===== config.mk =====
export PLATFORM = sky130hd
export DESIGN_NAME = shadow_bundle_serializer_flat
export DESIGN_NICKNAME = d
export VERILOG_FILES = /design/src/rtl/shadow_bundle_serializer_pkg.sv /design/src/rtl/shadow_bundle_serializer_if.sv /design/src/rtl/shadow_bundle_serializer_shreg.sv /design/src/rtl/shadow_bundle_serializer.sv /design/src/flat_wrapper.sv
export SDC_FILE = /design/constraint.sdc
export NUM_CORES = 2
export LEC_CHECK = 0
export ABC_AREA = 1
export ABC_CLOCK_PERIOD_IN_PS = 1650
export CORE_AREA = 2 2 504 506
export CTS_CLUSTER_DIAMETER = 30
export CTS_CLUSTER_SIZE = 24
export DETAILED_ROUTE_END_ITERATION = 12
export DIE_AREA = 0 0 506 508
export GPL_TIMING_DRIVEN = 0
export PLACE_DENSITY = 0.38
export SYNTH_ARGS = -nofsm -noshare
export SYNTH_HDL_FRONTEND = slang
export SYNTH_SLANG_ARGS = --single-unit

===== constraint.sdc =====
create_clock -name clk -period 1.65 [get_ports clk]
set_clock_uncertainty 0.1 [all_clocks]
set_input_delay 0.165 -clock clk [delete_from_list [all_inputs] [get_ports clk]]
set_output_delay 0.165 -clock clk [all_outputs]
set_load 0.05 [all_outputs]

===== src/rtl/shadow_bundle_serializer_pkg.sv =====
`default_nettype none
// ============================================================================
//  Module      : shadow_pkg
//  Description : Shared widths and FSM state type for the Shadow-512 bundle
//                serializer slice.
//  Revision    : 1.0 - initial release
// ============================================================================
package shadow_pkg;

    localparam int SHADOW_STATE_W  = 512;
    localparam int SHADOW_BUNDLE_W = 128;
    localparam int SHADOW_NBUNDLES = 4;
    localparam int SHADOW_IDX_W    = 2;

    typedef enum logic [0:0] {
        ST_IDLE  = 1'b0,
        ST_SHIFT = 1'b1
    } shadow_state_e;

endpackage : shadow_pkg
`default_nettype wire


===== src/rtl/shadow_bundle_serializer_if.sv =====
`default_nettype none
// ============================================================================
//  Module      : shadow_bundle_serializer_if
//  Description : Capture-side and stream-side valid/ready bundle of the
//                serializer. "slave" is the serializer view, "master" is the
//                surrounding datapath view.
//  Revision    : 1.0 - initial release
// ============================================================================
interface shadow_bundle_serializer_if #(
    parameter int D = 2
) ();
    import shadow_pkg::*;

    logic [SHADOW_STATE_W*D-1:0]  in_bundles;
    logic                         in_valid;
    logic                         in_ready;
    logic [SHADOW_BUNDLE_W*D-1:0] out_bundle;
    logic [SHADOW_IDX_W-1:0]      out_idx;
    logic                         out_last;
    logic                         out_valid;
    logic                         out_ready;

    modport master (
        output in_bundles, in_valid, out_ready,
        input  in_ready, out_bundle, out_idx, out_last, out_valid
    );

    modport slave (
        input  in_bundles, in_valid, out_ready,
        output in_ready, out_bundle, out_idx, out_last, out_valid
    );

endinterface : shadow_bundle_serializer_if
`default_nettype wire


===== src/rtl/shadow_bundle_serializer_shreg.sv =====
`default_nettype none
// ============================================================================
//  Module      : shadow_share_shreg
//  Description : One share's 512-bit state register: parallel load, shift
//                right by one bundle with zero fill, or clear. Only the low
//                bundle leaves the module, so share data never meets a mux.
//  Revision    : 1.0 - initial release
// ============================================================================
module shadow_share_shreg
    import shadow_pkg::*;
(
    input  wire logic                       clk,
    input  wire logic                       rst_n,
    input  wire logic                       i_load,
    input  wire logic                       i_shift,
    input  wire logic                       i_clear,
    input  wire logic [SHADOW_STATE_W-1:0]  i_d,
    output logic      [SHADOW_BUNDLE_W-1:0] o_bundle
);

    logic [SHADOW_STATE_W-1:0] r_q;

    // Load has priority so a back-to-back capture wins over the end-of-stream clear.
    always_ff @(posedge clk or negedge rst_n) begin
        if (!rst_n) begin
            r_q <= '0;
        end else if (i_load) begin
            r_q <= i_d;
        end else if (i_clear) begin
            r_q <= '0;
        end else if (i_shift) begin
            r_q <= {{SHADOW_BUNDLE_W{1'b0}}, r_q[SHADOW_STATE_W-1:SHADOW_BUNDLE_W]};
        end
    end

    assign o_bundle = r_q[SHADOW_BUNDLE_W-1:0];

endmodule : shadow_share_shreg
`default_nettype wire


===== src/rtl/shadow_bundle_serializer.sv =====
`default_nettype none
// ============================================================================
//  Module      : shadow_bundle_serializer
//  Description : Captures a masked 512*D-bit state in bundle representation
//                and streams it as four 128*D-bit bundles (bundle 0 first)
//                over valid/ready.
//                Optional: define SHADOW_BSER_BACK2BACK_EN to let a new state
//                be captured on the last beat (4 cycles/state sustained).
//  Revision    : 1.0 - initial release
// ============================================================================
module shadow_bundle_serializer
    import shadow_pkg::*;
#(
    parameter int D = 2
) (
    input  wire logic                   clk,
    input  wire logic                   rst_n,
    shadow_bundle_serializer_if.slave   bus
);

    localparam logic [SHADOW_IDX_W-1:0] c_last_idx = SHADOW_IDX_W'(SHADOW_NBUNDLES - 1);

    shadow_state_e                r_state;
    shadow_state_e                w_state_nxt;
    logic [SHADOW_IDX_W-1:0]      r_idx;
    logic [SHADOW_IDX_W-1:0]      w_idx_nxt;
    logic                         w_load;
    logic                         w_shift;
    logic                         w_clear;
    logic                         w_beat;
    logic                         w_last_beat;
    logic                         w_in_ready;
    logic                         w_accept;
    logic [SHADOW_BUNDLE_W*D-1:0] w_out_bundle;

    assign w_beat      = (r_state == ST_SHIFT) && bus.out_ready;
    assign w_last_beat = w_beat && (r_idx == c_last_idx);

`ifdef SHADOW_BSER_BACK2BACK_EN
    // The final beat frees the registers in the same cycle, so capture may overlap it.
    assign w_in_ready = (r_state == ST_IDLE) || w_last_beat;
`else
    assign w_in_ready = (r_state == ST_IDLE);
`endif

    assign w_accept = bus.in_valid && w_in_ready;

    // State and bundle index registers.
    always_ff @(posedge clk or negedge rst_n) begin
        if (!rst_n) begin
            r_state <= ST_IDLE;
            r_idx   <= '0;
        end else begin
            r_state <= w_state_nxt;
            r_idx   <= w_idx_nxt;
        end
    end

    // Next-state and share-register controls; a stall holds everything.
    always_comb begin
        w_state_nxt = r_state;
        w_idx_nxt   = r_idx;
        w_load      = 1'b0;
        w_shift     = 1'b0;
        w_clear     = 1'b0;
        case (r_state)
            ST_IDLE: begin
                if (w_accept) begin
                    w_state_nxt = ST_SHIFT;
                    w_idx_nxt   = '0;
                    w_load      = 1'b1;
                end
            end
            ST_SHIFT: begin
                if (w_accept) begin
                    w_state_nxt = ST_SHIFT;
                    w_idx_nxt   = '0;
                    w_load      = 1'b1;
                end else if (w_last_beat) begin
                    w_state_nxt = ST_IDLE;
                    w_idx_nxt   = '0;
                    w_clear     = 1'b1;
                end else if (w_beat) begin
                    w_idx_nxt   = r_idx + 1'b1;
                    w_shift     = 1'b1;
                end
            end
            default: begin
                w_state_nxt = ST_IDLE;
                w_idx_nxt   = '0;
                w_clear     = 1'b1;
            end
        endcase
    end

    // One independent register per share; only control is shared between them.
    for (genvar s = 0; s < D; s++) begin : g_share
        shadow_share_shreg u_shreg (
            .clk      (clk),
            .rst_n    (rst_n),
            .i_load   (w_load),
            .i_shift  (w_shift),
            .i_clear  (w_clear),
            .i_d      (bus.in_bundles[SHADOW_STATE_W*s +: SHADOW_STATE_W]),
            .o_bundle (w_out_bundle[SHADOW_BUNDLE_W*s +: SHADOW_BUNDLE_W])
        );
    end

    assign bus.in_ready   = w_in_ready;
    assign bus.out_valid  = (r_state == ST_SHIFT);
    assign bus.out_idx    = r_idx;
    assign bus.out_last   = (r_state == ST_SHIFT) && (r_idx == c_last_idx);
    assign bus.out_bundle = w_out_bundle;

endmodule : shadow_bundle_serializer
`default_nettype wire


===== src/flat_wrapper.sv =====
// flat-port wrapper written by rule: the top's interface ports become plain ports
module shadow_bundle_serializer_flat import shadow_pkg::*;
#(
    parameter int D = 2
)
  (clk, rst_n, bus_in_bundles, bus_in_valid, bus_out_ready, bus_in_ready, bus_out_bundle, bus_out_idx, bus_out_last, bus_out_valid);
  shadow_bundle_serializer_if #(.D(D)) bus_i ();
  input  wire logic clk;
  input  wire logic rst_n;
  input wire logic [$bits(bus_i.in_bundles)-1:0] bus_in_bundles;
  input wire logic [$bits(bus_i.in_valid)-1:0] bus_in_valid;
  input wire logic [$bits(bus_i.out_ready)-1:0] bus_out_ready;
  output wire logic [$bits(bus_i.in_ready)-1:0] bus_in_ready;
  output wire logic [$bits(bus_i.out_bundle)-1:0] bus_out_bundle;
  output wire logic [$bits(bus_i.out_idx)-1:0] bus_out_idx;
  output wire logic [$bits(bus_i.out_last)-1:0] bus_out_last;
  output wire logic [$bits(bus_i.out_valid)-1:0] bus_out_valid;
  assign bus_i.in_bundles = bus_in_bundles;
  assign bus_i.in_valid = bus_in_valid;
  assign bus_i.out_ready = bus_out_ready;
  assign bus_in_ready = bus_i.in_ready;
  assign bus_out_bundle = bus_i.out_bundle;
  assign bus_out_idx = bus_i.out_idx;
  assign bus_out_last = bus_i.out_last;
  assign bus_out_valid = bus_i.out_valid;
  shadow_bundle_serializer #(.D(D)) u_core (.clk(clk), .rst_n(rst_n), .bus(bus_i));
endmodule

=== Yosys cells after proc, flatten, opt, wreduce, memory -nomap -nowiden ===
Cells that the tools add are included.

* $add $sub $neg: 1
* Equal/unequal tests: 3
* Reductions and logical operators: 6
* Mux-type cells: 22
* Bitwise gates (word level): 1
* Div/mod/pow operators: 0
* Shift-type cells: 0
* Magnitude comparators: 0
* Multipliers: 0

{| class="wikitable"
|+ Operator list
! operator !! number
|-
| 2-to-1 mux 512 bit || 6
|-
| 2-to-1 mux 1 bit || 10
|-
| 2-to-1 mux 2 bit || 4
|-
| logical AND 1 bit || 4
|-
| inequality test 4 bit, second input constant || 1
|-
| one-hot mux 2 bit (2 select lines) || 1
|-
| nonzero test 3 bit || 1
|-
| adder 2 x 1 -> 2 bit, second input constant || 1
|-
| == test 2 bit, second input constant || 1
|-
| inequality test 2 bit, second input constant || 1
|-
| one-hot mux 1 bit (2 select lines) || 1
|-
| AND reduction 2 bit || 1
|-
| NOT 1 bit || 1
|}

* Word-level logic and storage cells: 37
* Bits of input ports: 1028
* Memory bits (read-only): 0
* Output and inout port bits: 261
* Memories: 0
* Bits in writable memories: 0
* Flip-flop bits (word level): 1027
* Latch bits: 0

=== Logic depth before layout (Yosys ltp) ===
* Word-level depth: 8
* Mapped depth: 9

=== By module ===
Synthesis repeated with hierarchy kept, for this count alone.

* Cells, all modules: 8444
* Area total of the unflattened synthesis: 57302.5 um^2

{| class="wikitable"
|+ Modules (own cells, without submodules)
! module !! instances !! cells an instance !! area an instance (um^2) !! sequential area each (um^2)
|-
| shadow_share_shreg || 2 || 4211 || 28567.4 || 12812.3
|-
| shadow_bundle_serializer || 1 || 22 || 167.7 || 75.1
|}

=== Least setup slack after synthesis ===
No wires, ideal clock.

* Path type: register -> register
* Start: register u_core.r_idx[0], in the netlist u_core.bus.out_idx[0]
* End: register u_core.g_share[0].u_shreg.r_q[148]
* Data arrival time: 1.844 ns
* Cell stages (with the launch flop): 8
* Library setup time: 0.066 ns
* Period minus slack after synthesis: 2.010 ns
* Buffers on the path: 3
* Setup slack: -0.360 ns
* Path through: dfrtp_1 > ha_1 > inv_1 > buf_2 > clkbuf_1 > clkbuf_1 > nand4_1 > nand2_1

* Word-level cells in the longest chain between the ends: 7
* Elaborated cells between the ends (all ways): 11
* Those cells by class: 1 x eq/ne; 8 x mux; 2 x reduce/logical

{| class="wikitable"
|+ RTL lines
! item !! RTL line !! source
|-
| start, declared || shadow_bundle_serializer.sv:25 || <nowiki>logic [SHADOW_IDX_W-1:0] r_idx;</nowiki>
|-
| start signal, assigned || shadow_bundle_serializer.sv:55 || <nowiki>r_idx <= w_idx_nxt;</nowiki>
|-
| == test 2 bit (*) || shadow_bundle_serializer.sv:37 || <nowiki>assign w_last_beat = w_beat && (r_idx == c_last_idx);</nowiki>
|-
| logical AND 1 bit (*) || shadow_bundle_serializer.sv:37 ||
|-
| 2-to-1 mux 1 bit || shadow_bundle_serializer.sv:79 || <nowiki>end else if (w_last_beat) begin</nowiki>
|-
| 2-to-1 mux 1 bit || shadow_bundle_serializer.sv:75 || <nowiki>if (w_accept) begin</nowiki>
|-
| 2-to-1 mux 1 bit || shadow_bundle_serializer.sv:66 || <nowiki>case (r_state)</nowiki>
|-
| 2-to-1 mux 512 bit || shadow_bundle_serializer_shreg.sv:29 || <nowiki>end else if (i_clear) begin</nowiki>
|-
| 2-to-1 mux 512 bit || shadow_bundle_serializer_shreg.sv:27 || <nowiki>end else if (i_load) begin</nowiki>
|-
| end signal, assigned || shadow_bundle_serializer_shreg.sv:28 || <nowiki>r_q <= i_d;</nowiki>
|-
| end signal, assigned || shadow_bundle_serializer_shreg.sv:32 || <nowiki>r_q <= {{SHADOW_BUNDLE_W{1'b0}}, r_q[SHADOW_STATE_W-1:SHADOW_BUNDLE_W]};</nowiki>
|-
| end, declared || shadow_bundle_serializer_shreg.sv:21 || <nowiki>logic [SHADOW_STATE_W-1:0] r_q;</nowiki>
|}

Every way passes the cells marked *; elsewhere a longest branch is shown, timed or not.
A chain may end at the register's enable or synchronous reset.

=== Final worst setup path ===
* Start: register u_core.r_idx[1], in the netlist u_core.bus.out_idx[1]
* End: output bus_out_last

* Word-level cells in the longest chain between the ends: 2

{| class="wikitable"
|+ RTL lines
! item !! RTL line !! source
|-
| == test 2 bit || shadow_bundle_serializer.sv:112 || <nowiki>assign bus.out_last = (r_state == ST_SHIFT) && (r_idx == c_last_idx);</nowiki>
|-
| logical AND 1 bit || shadow_bundle_serializer.sv:112 ||
|-
| end, declared || flat_wrapper.sv:16 || <nowiki>output wire logic [$bits(bus_i.out_last)-1:0] bus_out_last;</nowiki>
|}

Every way passes these cells.

==> impl_metrics.json <==
{
  "vdd_drop_max_uv": 1070,
  "final_cell_area_sq_um": 98400,
  "yosysWarnings": 0,
  "synth_cells": 7247,
  "powerDensity_nw_per_um2": 1830,
  "tightestPinTransition_ps": 1090,
  "die_h_um": 508,
  "drt_wl_total_um": 331000,
  "syn_avg_cell_area_sq_um": 7.37,
  "status": "finished with violations",
  "cts_buffers": 377,
  "tns_ps": -510740,
  "min_period_ps": 2310,
  "hold_viol": 390,
  "hold_slack_ps": -884,
  "wire_per_inst_um": 24.0,
  "crit_fanout": 3,
  "finalCritPeriodShare": 1.40,
  "path_class": "reg -> out",
  "synth_area_leader_cell": "dfrtp_1",
  "gp_congestion": 0.923,
  "root_buffer": "clkbuf_16",
  "cts_buffer_depth": 4,
  "port_buffers": 1288,
  "syn-cell-area_sq_um": 53400,
  "start_kind": "register",
  "postRouteAntennaNets": 0,
  "cts.clk_slew.worst_paths_ps": 40,
  "grt_pass1_wl_um": 453000,
  "dieArea_sq_um": 257000,
  "critical_path_arrival_ps": 2040,
  "cts_tree": "yes",
  "synth.area.top_cells": "dfrtp_1, nand2_1, nand4_1, nand3_1, inv_1",
  "clkLatencyLatePin_ps": 960,
  "routed_via_density": 4.37,
  "place_inst": 11909,
  "htree_levels": 5,
  "grt_max_degree": 164,
  "pin_count": 1289,
  "track_usage": 0.246,
  "finalMaxSlewViolations": 0,
  "synth.distinct_cells": 16,
  "ys_ff_latch": 1027,
  "place_ws_ps": -1470,
  "mostFrequentLayoutCell": "nand2_1",
  "clock-sinks": 1027,
  "violations": "negative hold slack, negative setup slack",
  "area_growth_pct": 84.4,
  "final_cells": 13801,
  "critPathSlowestCell": "dfrtp_2",
  "initial_core_util": 0.212,
  "maxCapViolCount": 0,
  "crit_chain": "ha_4 > nand2_4 > clkinvlp_4 > buf_8",
  "critical_path_buf_inv_count": 2,
  "ys_seq_area_frac": 0.481,
  "cp.required_ps": 1380,
  "power_leakage_nw": 50.3,
  "fin_ws_ps": -658,
  "grt_antenna_before_repair": 193,
  "die_x_um": 506,
  "rows": 185,
  "p_total_mw": 180,
  "end_kind": "output pin",
  "dr.pass1.iters": 6,
  "fill_cells": 26271,
  "grt_pass1_vias": 62017,
  "setup_viol": 1400,
  "dp_hpwl_um": 258000,
  "utilization": 0.390,
  "max_stage_delay_ps": 420,
  "holdCritPathClass": "in -> async",
  "drc_errors": 0,
  "fin_nets": 11080,
  "coreArea_sq_um": 252000,
  "drt-initial-drc-count": 3843,
  "crit_family": "buffers and inverters",
  "final_layout_size_suffix_gt1_frac": 0.171,
  "synth_nets": 8276,
  "slew_headroom": 0.273,
  "num_vias": 60379,
  "place_area_sq_um": 71000,
  "grt_overflow": 0,
  "rsz0062_at_grt": "yes",
  "yosysTopAreaCellShare": 0.481,
  "fmax_mhz": 433,
  "mostFrequentLayoutCells": "nand2_1, clkdlybuf4s50_1, dlygate4sd3_1, dfrtp_1, nand3_1"
}
==> flip-flops by register name (all words and copies together) (netlist names) <==
register / count
u_core.bus.out_idx: 2
u_core.g_share.u_shreg.r_q: 1024
u_core.bus.out_valid: 1
==> synth_stat cells <==
| library cell | instances |
|---|---|
| nand3_1 | 769 |
| buf_4 | 266 |
| inv_2 | 2 |
| ha_1 | 1 |
| clkinv_1 | 1 |
| nand2_1 | 3081 |
| buf_2 | 349 |
| nand4_1 | 768 |
| inv_1 | 772 |
| nor2_4 | 1 |
| nand2_2 | 1 |
| dfrtp_1 | 1027 |
| o21ai_0 | 1 |
| clkbuf_1 | 186 |
| buf_1 | 21 |
| nor2_1 | 1 |
==> layer usage <==
metal | routed length [um] | global-route usage | part of all wire
met1 | 145000 | 0.318 | 0.44
met2 | 154000 | 0.403 | 0.47
met3 | 19000 | 0.0491 | 0.057
met4 | 12900 | 0.0925 | 0.039
met5 | 229 | 0 | 0.00069
==> final timing paths <==
check	start	endpoint	slack, ps	cells past startpoint
max reg2reg	u_core.bus.out_valid	u_core.g_share[1].u_shreg.r_q[197]	-620	9
min	rst_n	u_core.g_share[0].u_shreg.r_q[419]	-880	1
min in group clk	bus_in_bundles[778]	u_core.g_share[1].u_shreg.r_q[266]	40	5
max in group asynchronous	rst_n	u_core.g_share[1].u_shreg.r_q[397]	-160	4
max	u_core.bus.out_idx[1]	bus_out_last	-660	4
min reg2reg	u_core.g_share[0].u_shreg.r_q[415]	u_core.g_share[0].u_shreg.r_q[415]	370	2
==> repair_timing <==
| action | in CTS | in global routing |
|---|---|---|
| pin swaps | 5 | 65 |
| endpoints found under the hold margin | 1486 | 340 |
| hold buffers | 1013 | 1 |
| setup buffers | 14 | 90 |
| gates resized for setup | 609 | 1367 |
| setup endpoints to repair | 1444 | 1719 |
| cloned | 4 | 28 |
==> cells by family (layout without fill, tap and decap cells) <==
kind of cell | after synthesis | in the layout | synth area share
fa+ha+maj | 1 | 1 | 0.000234
compound gates | 1 | 1 | 0.0000937
simple gates | 4621 | 4621 | 0.379
other cells | 0 | 100 | 0
buf+inv | 1597 | 4685 | 0.139
flops | 1027 | 1027 | 0.481
==> power breakdown <==
part / switching, mW / internal [mW]
Clock: 19.1 / 48.2
Combinational: 42.4 / 27.5
Sequential: 7.35 / 35.4
==> cell type report <==
type,instances,area [sq um],area share
sequential,1027,25700,0.261
buffer,803,6410,0.0651
inverter,775,2930,0.0298
multi-input combinational,4623,20700,0.211
antenna,100,250,0.00254
clock buffer,572,11300,0.115
timing repair buffer,2444,26000,0.264
clock inverter,91,901,0.00915
tap,3366,4210,0.0428
(Power assumes the default switching activity.)
